==> src/rtl/fetch_pkg.sv <==
// Shared types and constants for the instruction-fetch sequencer.
package fetch_pkg;

  localparam int XLEN = 32;
  localparam logic [31:0] NOP_INSTR = 32'h0000_0013;

  typedef enum logic {
    S_RUN,
    S_FAULT
  } fetch_state_t;

  typedef struct packed {
    logic [XLEN-1:0] pc;
    logic [XLEN-1:0] instr;
  } fetch_entry_t;

endpackage

==> src/rtl/fetch_queue.sv <==
// Two-entry fetch FIFO; entry 0 is always the head, so the head is a plain register.
module fetch_queue
  import fetch_pkg::*;
#(
  parameter int DEPTH = 2
) (
  input  logic         clk,
  input  logic         rst,
  input  logic         push,
  input  logic         pop,
  input  logic         flush,
  input  fetch_entry_t din,
  output fetch_entry_t head,
  output logic         full,
  output logic         empty
);

  fetch_entry_t ent0, ent1;
  logic [1:0]   count;
  logic         pop_ok, push_ok;

  assign full    = (count == 2'(DEPTH));
  assign empty   = (count == 2'd0);
  assign pop_ok  = pop && !empty;
  assign push_ok = push && (!full || pop_ok);
  assign head    = ent0;

  always_ff @(posedge clk) begin
    if (rst) begin
      count <= 2'd0;
      ent0  <= '0;
      ent1  <= '0;
    end else if (flush) begin
      count <= 2'd0;
    end else begin
      case ({push_ok, pop_ok})
        2'b10: begin
          if (count == 2'd0) ent0 <= din;
          else               ent1 <= din;
          count <= count + 2'd1;
        end
        2'b01: begin
          ent0  <= ent1;
          count <= count - 2'd1;
        end
        2'b11: begin
          // occupancy unchanged; new word lands behind whatever remains
          if (count == 2'd1) begin
            ent0 <= din;
          end else begin
            ent0 <= ent1;
            ent1 <= din;
          end
        end
        default: ;
      endcase
    end
  end

endmodule

==> src/rtl/fetch_controller.sv <==
// Instruction-fetch sequencer: owns the PC, drives imem, queues words for decode.
//   state   | meaning
//   S_RUN   | fetching / redirecting / handing off to decode
//   S_FAULT | bad fetch address seen; idle until rst
module fetch_controller
  import fetch_pkg::*;
#(
  parameter int          XLEN       = 32,
  parameter logic [31:0] RESET_PC   = 32'h0000_0000,
  parameter int          IMEM_WORDS = 64,
  parameter int          QDEPTH     = 2
) (
  input  logic            clk,
  input  logic            rst,
  output logic [XLEN-1:0] imem_addr,
  input  logic [XLEN-1:0] imem_rdata,
  input  logic            redirect_valid,
  input  logic [XLEN-1:0] redirect_pc,
  output logic            out_valid,
  input  logic            out_ready,
  output logic [XLEN-1:0] out_instr,
  output logic [XLEN-1:0] out_pc,
  output logic            fault,
  output logic [XLEN-1:0] fetch_count
);

  fetch_state_t    state, state_next;
  logic [XLEN-1:0] pc, pc_next;
  logic            push, pop, flush;
  logic            q_full, q_empty;
  logic            in_range, misaligned;
  fetch_entry_t    q_din, q_head;

  assign imem_addr  = pc;
  assign in_range   = (pc[XLEN-1:2] < (XLEN-2)'(IMEM_WORDS));
  assign misaligned = (redirect_pc[1:0] != 2'b00);

  assign out_valid  = (state == S_RUN) && !q_empty;
  assign pop        = out_valid && out_ready;
  assign fault      = (state == S_FAULT);
  assign out_instr  = q_head.instr;
  assign out_pc     = q_head.pc;
  assign q_din      = '{pc: pc, instr: imem_rdata};

  always_ff @(posedge clk) begin
    if (rst) begin
      state       <= S_RUN;
      pc          <= RESET_PC;
      fetch_count <= '0;
    end else begin
      state <= state_next;
      pc    <= pc_next;
      if (pop) fetch_count <= fetch_count + XLEN'(1);
    end
  end

  always_comb begin
    state_next = state;
    pc_next    = pc;
    push       = 1'b0;
    flush      = 1'b0;
    case (state)
      S_RUN: begin
        if (redirect_valid) begin
          // the word read this cycle belongs to the old path and is dropped
          flush = 1'b1;
          if (misaligned) state_next = S_FAULT;
          else            pc_next    = redirect_pc;
        end else if (!q_full || pop) begin
          if (in_range) begin
            push    = 1'b1;
            pc_next = pc + XLEN'(4);
          end else begin
            state_next = S_FAULT;
            flush      = 1'b1;
          end
        end
      end
      S_FAULT: flush = 1'b1;
      default: flush = 1'b1;
    endcase
  end

  fetch_queue #(.DEPTH(QDEPTH)) u_queue (
    .clk   (clk),
    .rst   (rst),
    .push  (push),
    .pop   (pop),
    .flush (flush),
    .din   (q_din),
    .head  (q_head),
    .full  (q_full),
    .empty (q_empty)
  );

endmodule

==> config.mk <==
export PLATFORM = sky130hd
export DESIGN_NAME = fetch_controller
export DESIGN_NICKNAME = d
export VERILOG_FILES = /design/src/rtl/fetch_pkg.sv /design/src/rtl/fetch_queue.sv /design/src/rtl/fetch_controller.sv
export SDC_FILE = /design/constraint.sdc
export NUM_CORES = 1
export LEC_CHECK = 0
export CAP_MARGIN = 15
export CORE_MARGIN = 5
export CORE_UTILIZATION = 30
export CTS_CLUSTER_SIZE = 28
export DETAILED_ROUTE_END_ITERATION = 10
export HOLD_SLACK_MARGIN = 0.15
export PLACE_DENSITY = 0.55
export SYNTH_ARGS = -nofsm -noshare
export SYNTH_HDL_FRONTEND = slang
export SYNTH_SLANG_ARGS = --single-unit
==> constraint.sdc <==
create_clock -name clk -period 3.4 [get_ports clk]
set_input_delay 0.51 -clock clk [delete_from_list [all_inputs] [get_ports clk]]
set_output_delay 0.51 -clock clk [all_outputs]
set_load 0.02 [all_outputs]
Word-level counts from Yosys, hierarchy flattened
Cells that the tools add are included.
{"block": "word_totals", "reg_bits": 195, "in_bits": 68, "output_inout_bits": 130, "wordCells": 65}
{"block": "classes", "add_sub_neg": 4, "n_lt_le_gt_ge": 1, "eq_ne": 9, "n_mux": 22, "n_bitwise": 2, "n_reduce_logical": 19}
{"cell": "64-bit 2-to-1 mux", "count": 4}
{"cell": "64-bit one-hot mux with 3 select lines", "count": 1}
{"cell": "32-bit 2-to-1 mux", "count": 4}
{"cell": "64-bit one-hot mux with 2 select lines", "count": 1}
{"cell": "32-bit by 1-bit adder with 32-bit output, second input constant", "count": 1}
{"cell": "32-bit by 3-bit adder with 32-bit output, second input constant", "count": 1}
{"cell": "30-bit by 7-bit < comparator with 1-bit output, second input constant", "count": 1}
{"cell": "1-bit 2-to-1 mux", "count": 10}
{"cell": "2-bit nonzero test", "count": 5}
{"cell": "4-bit AND reduction", "count": 2}
{"cell": "2-bit == test, second input constant", "count": 3}
{"cell": "2-bit != test, second input constant", "count": 3}
{"cell": "2-bit by 1-bit == test with 1-bit output, second input constant", "count": 2}
{"cell": "1-bit logical AND", "count": 4}
{"cell": "2-bit one-hot mux with 2 select lines", "count": 1}
{"cell": "3-bit AND reduction", "count": 1}
{"cell": "3-bit nonzero test", "count": 1}
{"cell": "2-bit by 1-bit adder with 2-bit output, second input constant", "count": 1}
{"cell": "1-bit zero test", "count": 2}
{"cell": "2-bit zero test", "count": 1}
{"cell": "1-bit logical OR", "count": 2}
{"cell": "2-bit by 1-bit != test with 1-bit output, second input constant", "count": 1}
{"cell": "1-bit NOT", "count": 2}
{"cell": "1-bit one-hot mux with 2 select lines", "count": 1}
{"cell": "2 further kinds", "count": 2}

Depth between registers and ports, before layout
{"block": "depth", "ltp_word": 12, "ltp_mapped": 14, "depth_no_buf": 11}

Cells and area by module
From an unflattened synthesis, not the netlist that was laid out.
{"block": "unflattened", "hier_cells": 1039, "area_unflattened_um2": 8341.8}
{"module": "fetch_queue", "n_inst": 1, "cells_each": 658, "area_each_um2": 5158.7, "seq_area_each_um2": 2602.5}
{"module": "fetch_controller", "n_inst": 1, "cells_each": 381, "area_each_um2": 3183.1, "seq_area_each_um2": 1301.2}

Worst setup path before layout
No wires, ideal clock.
{"block": "synth_path", "path_type": "register to register", "from": "reg u_queue.count[0]", "to": "reg u_queue.ent0 (netlist bit u_queue.head[0])", "setup_ns": 0.086, "t_arrival_ns": 3.067, "required_ns": 3.314, "path_slack_ns": 0.247, "path_stages_with_launch": 15, "path_buffers": 3, "synth_period_minus_slack_ns": 3.153, "cell_sequence": "dfxtp_1 inv_1 ha_1 or3b_1 buf_2 a211oi_4 nand3_1 inv_1 ha_1 and2_1 or2_2 clkbuf_1 clkbuf_1 a22oi_1 a211oi_1"}
{"block": "synth_via", "elab_chain_cells": 12, "elab_cells_between_ends": 26, "cone_classes": "eq/ne: 6; mux: 8; bitwise: 1; reduce/logical: 11"}
{"item": "start, declared", "line_no": "fetch_queue.sv:19", "text": "logic [1:0] count;"}
{"item": "start signal, assigned", "line_no": "fetch_queue.sv:40", "text": "count <= count + 2'd1;"}
{"item": "start signal, assigned", "line_no": "fetch_queue.sv:44", "text": "count <= count - 2'd1;"}
{"item": "2-bit zero test", "line_no": "fetch_queue.sv:23, fetch_queue.sv:38"}
{"item": "1-bit zero test", "line_no": "fetch_queue.sv:24, fetch_controller.sv:38"}
{"item": "1-bit logical AND", "line_no": "fetch_controller.sv:38", "text": "assign out_valid = (state == S_RUN) && !q_empty;"}
{"item": "1-bit logical AND", "line_no": "fetch_controller.sv:39", "text": "assign pop = out_valid && out_ready;"}
{"item": "1-bit logical OR", "line_no": "fetch_controller.sv:69", "text": "end else if (!q_full || pop) begin"}
{"item": "1-bit 2-to-1 mux", "line_no": "fetch_controller.sv:69"}
{"item": "1-bit 2-to-1 mux", "line_no": "fetch_controller.sv:64", "text": "if (redirect_valid) begin"}
{"item": "1-bit 2-to-1 mux", "line_no": "fetch_controller.sv:62", "text": "case (state)"}
{"item": "1-bit logical AND", "line_no": "fetch_queue.sv:25", "text": "assign push_ok = push && (!full || pop_ok);"}
{"item": "2-bit == test or 2-bit by 1-bit == test with 1-bit output (tied branches)", "line_no": "fetch_queue.sv:36", "text": "case ({push_ok, pop_ok})"}
{"item": "2-bit by 1-bit != test with 1-bit output (no line) or 3-bit nonzero test (tied branches)"}
{"item": "3-bit AND reduction (no line)"}
{"item": "end signal, assigned", "line_no": "fetch_queue.sv:38", "text": "if (count == 2'd0) ent0 <= din;"}
{"item": "end signal, assigned", "line_no": "fetch_queue.sv:43", "text": "ent0 <= ent1;"}
{"item": "end signal, assigned", "line_no": "fetch_queue.sv:49", "text": "ent0 <= din;"}
{"item": "end, declared", "line_no": "fetch_queue.sv:18", "text": "fetch_entry_t ent0, ent1;"}
Several ways; a longest one is shown, not always the timed one.
A chain may end at the register's enable or synchronous reset.

Worst setup path in the final report
{"block": "layout_path", "from": "reg u_queue.count[0]", "to": "reg u_queue.ent0 (netlist bit u_queue.head[27])"}
Same word-level chain as after synthesis.

==> flow_summary.json <==
{
  "slew-limit-headroom_pct": 43.0,
  "clk_path_buf_depth": 2,
  "hold_crit_path_type": "register to register",
  "hold_ws_ns": 0.477,
  "setup_violations": 0,
  "synth_async_sr_flop_share_pct": 0,
  "postSynthCellCount": 1011,
  "clock_latency_late_sink_ns": 0.44,
  "clock_skew_ns": 0.0168,
  "placement.io_buffers": 197,
  "route.vias.total": 8255,
  "worst-r2r-setup-slack_ns": 0.40,
  "row_count": 64,
  "synthMuxAreaShare_pct": 7.23,
  "synth-edff-count": 0,
  "design_power_total_mw": 4.97,
  "timing.critical_path.fanout_max": 28,
  "area_growth_syn_to_layout_pct": 34.0,
  "cts-hold-fix-buffers": 0,
  "via_count_of_the_first_global_routing_pass": 7981,
  "transition_time_of_the_tightest_slew_check_pin_ns": 0.847,
  "worstSetupStartpoint": "u_queue.count[0]",
  "synth_simple_gate_area_share_pct": 20.5,
  "critical_path.startpoint_type": "register",
  "synthAdderAreaFrac_pct": 1.23,
  "finalWorstPathRequiredPeriod_ns": 3.00,
  "grt_max_degree": 78,
  "grt_setup_unrepaired": "false",
  "synth_area_um2": 9140,
  "gp_congestion": 0.789,
  "design.final.nets": 1252,
  "synth.distinct_cells": 57,
  "cts_post_setup_buffers_inserted": 0,
  "nets_in_the_synthesized_netlist": 1088,
  "antenna_found_initial": 1,
  "postSynthRegisterBits": 195,
  "final_max_slew_viol_count": 0,
  "cap_violations": 0,
  "fp.dieW_um": 185,
  "synth_sequential_area_ratio_pct": 42.7,
  "hold-path-endpoint": "u_queue.ent1[24]",
  "clkSinkCount": 195,
  "yosys.area_share.xor_xnor_pct": 2.30,
  "gr-usage-all-layers_pct": 17.2,
  "die_height_um": 185,
  "hold-path-cell-count": 2,
  "hold_start": "u_queue.ent1[24]",
  "r2r_end": "u_queue.head[27]",
  "io_pins": 198,
  "cp.required_ns": 3.74,
  "numPlacedInstances": 1552,
  "worst-endpoint-arrival_ns": 3.34,
  "crit-reg2reg-launch": "u_queue.count[0]",
  "die-area_um2": 34100,
  "finish.cell_count_without_fillers": 1584,
  "drt_iter0_drc": 477,
  "final-hold-violation-count": 0,
  "synth_top_family_by_area": "compound AO/OA/AOI/OAI gates",
  "power-per-cell-area_nw_per_um2": 406,
  "postSynthAreaPerCell_um2": 9.04,
  "global_route_wire_length_before_repair_mm": 46.8,
  "maximum_ir_drop_on_the_vdd_rail_mv": 0.312,
  "cts-buffers-inserted": 17,
  "placeableCoreArea_um2": 30300,
  "cp-end-kind": "register",
  "starting_density_pct": 30.1,
  "ys_warn_count": 0,
  "final_layout_size_suffix_gt1_share_pct": 7.66,
  "place.detailed.hpwl_mm": 20.3,
  "cts.clk_slew.worst_paths_ns": 0.08,
  "fin_tns_setup_ns": 0,
  "critical_path_class": "register to register",
  "ant_nets": 0,
  "timing.final.crit_share_pct": 88.1,
  "synth-compound-area-share_pct": 21.3,
  "synthFlopType": "dfxtp_1",
  "outcome": "completed",
  "detail_route.first_pass.iterations": 5,
  "drc": 0,
  "drt-vias-per-instance": 5.21,
  "max_clock_freq_ghz": 0.334,
  "cts_htree_levels": 4,
  "ctsResizeCount": 0,
  "rr_worst_depth": 12,
  "n_antenna_cell": 0,
  "wirelength_mm": 30.0,
  "grt_overflow_total": 0,
  "static_leakage_nw": 3.92,
  "post_drt_wl_per_cell_um": 19.0,
  "tritoncts": "built",
  "clk_root_buffer_cell": "clkbuf_16"
}
worst max-delay path by stage:
stage | to | cells past startpoint
5_1_grt | u_queue.head[27] | 12
3_3_place_gp | u_queue.head[9] | 11
4_1_cts | u_queue.head[27] | 12
6_report | u_queue.head[27] | 12
2_1_floorplan | u_queue.head[0] | 14
3_5_place_dp | u_queue.head[8] | 11
synth_stat cells (all sizes together) (2+ instances only):
master | count | share of area, %
dfxtp | 195 | 43
o32ai | 2 | 0.19
a21oi | 39 | 2.2
ha | 9 | 1.2
nor3 | 9 | 0.49
inv | 8 | 0.33
nand2 | 51 | 2.1
or2b | 2 | 0.16
and3 | 13 | 0.92
a2111oi | 2 | 0.19
xor2 | 13 | 1.2
buf | 24 | 1.5
nand4 | 15 | 1.0
o41ai | 2 | 0.19
a22oi | 65 | 5.3
a22o | 3 | 0.29
a31oi | 68 | 4.7
nand3 | 16 | 0.93
xnor2 | 11 | 1.1
or2 | 3 | 0.21
a21o | 3 | 0.25
a211oi | 73 | 6.1
nor3b | 2 | 0.16
or3b | 2 | 0.19
o21ai | 17 | 0.93
nor4 | 10 | 0.68
nand3b | 2 | 0.16
nand2b | 130 | 8.9
and4 | 5 | 0.48
nor4b | 2 | 0.19
a211o | 5 | 0.48
clkbuf | 69 | 2.8
or4 | 7 | 0.62
nor2 | 42 | 1.8
and2 | 5 | 0.34
or3 | 12 | 0.82
mux2i | 66 | 7.2
layout make-up:
cell class	count	area, um2
clock buffers	17	425
clock inverters	15	151
repair buffers	238	2400
well taps	396	495
fillers	3021	18100
flip-flops and latches	195	3900
multi-input cells	715	4840
inverters	8	30.0
metal layers:
metal / track usage [%] / vias up / routed length [um]
met5: 0 / - / 13
met4: 5.21 / 2 / 592
met3: 4.01 / 32 / 1830
met2: 27.1 / 221 / 14000
met1: 23.6 / 3951 / 13500
li1: - / 4049 / -
metrics by stage:
step	util [%]	setup WS, ns	instance area [um2]
after CTS	40.4	0.380	12200
after floorplan	-	0.247	9140
after detailed placement	38.5	0.0431	11700
final	40.4	0.403	12200
after global routing	40.4	0.135	12200
after global placement	38.5	0.0915	11700
worst max-delay path: stages (launching register included):
cell,delay [ns]
dfxtp_1,0.38
inv_1,0.08
ha_1,0.21
or3b_1,0.44
a211oi_4,0.26
nand3_1,0.12
inv_1,0.10
ha_1,0.17
a21oi_1,0.10
nor2_4,0.42
buf_12,0.26
a22oi_1,0.11
a211oi_1,0.26
power breakdown:
group	total [mW]	internal, mW	switching, mW
logic	0.635	0.260	0.376
registers	2.35	2.31	0.0434
clock network	1.98	0.976	1.00
cells by family (layout without fill, tap and decap cells):
| kind of cell | count (synthesis) | count (layout) |
|---|---|---|
| compound gates | 284 | 284 |
| xor+xnor | 24 | 24 |
| buf+inv | 101 | 278 |
| simple gates | 332 | 332 |
| mux | 66 | 66 |
| fa+ha+maj | 9 | 9 |
| flops | 195 | 195 |
registers in the layout, summed over array words and instances (netlist names):
| register | cells |
|---|---|
| imem_addr | 32 |
| u_queue.ent1 | 64 |
| u_queue.head | 64 |
| fault | 1 |
| fetch_count | 32 |
| u_queue.count | 2 |
cells in the final DEF (no fill, tap or decap), types with 3 or more instances in the layout:
cell	instances
inv_1	8
nand2b_1	130
xor2_1	13
and2_1	5
clkinvlp_4	4
buf_12	10
or3_1	12
nor2_1	40
ha_1	9
a21o_1	3
or4_1	6
inv_8	4
nand2_1	51
buf_4	31
and3_2	3
clkbuf_16	17
a211oi_1	72
dfxtp_1	195
a31oi_1	68
nor4_1	10
nand3_1	15
o21ai_0	17
clkinv_4	4
xnor2_1	11
a211o_1	5
and4_1	5
nor3_1	9
and3_1	9
a21oi_1	36
clkdlybuf4s50_1	195
nand4_1	15
mux2i_1	66
a22oi_1	65
Power figures use the tool's default switching activity.
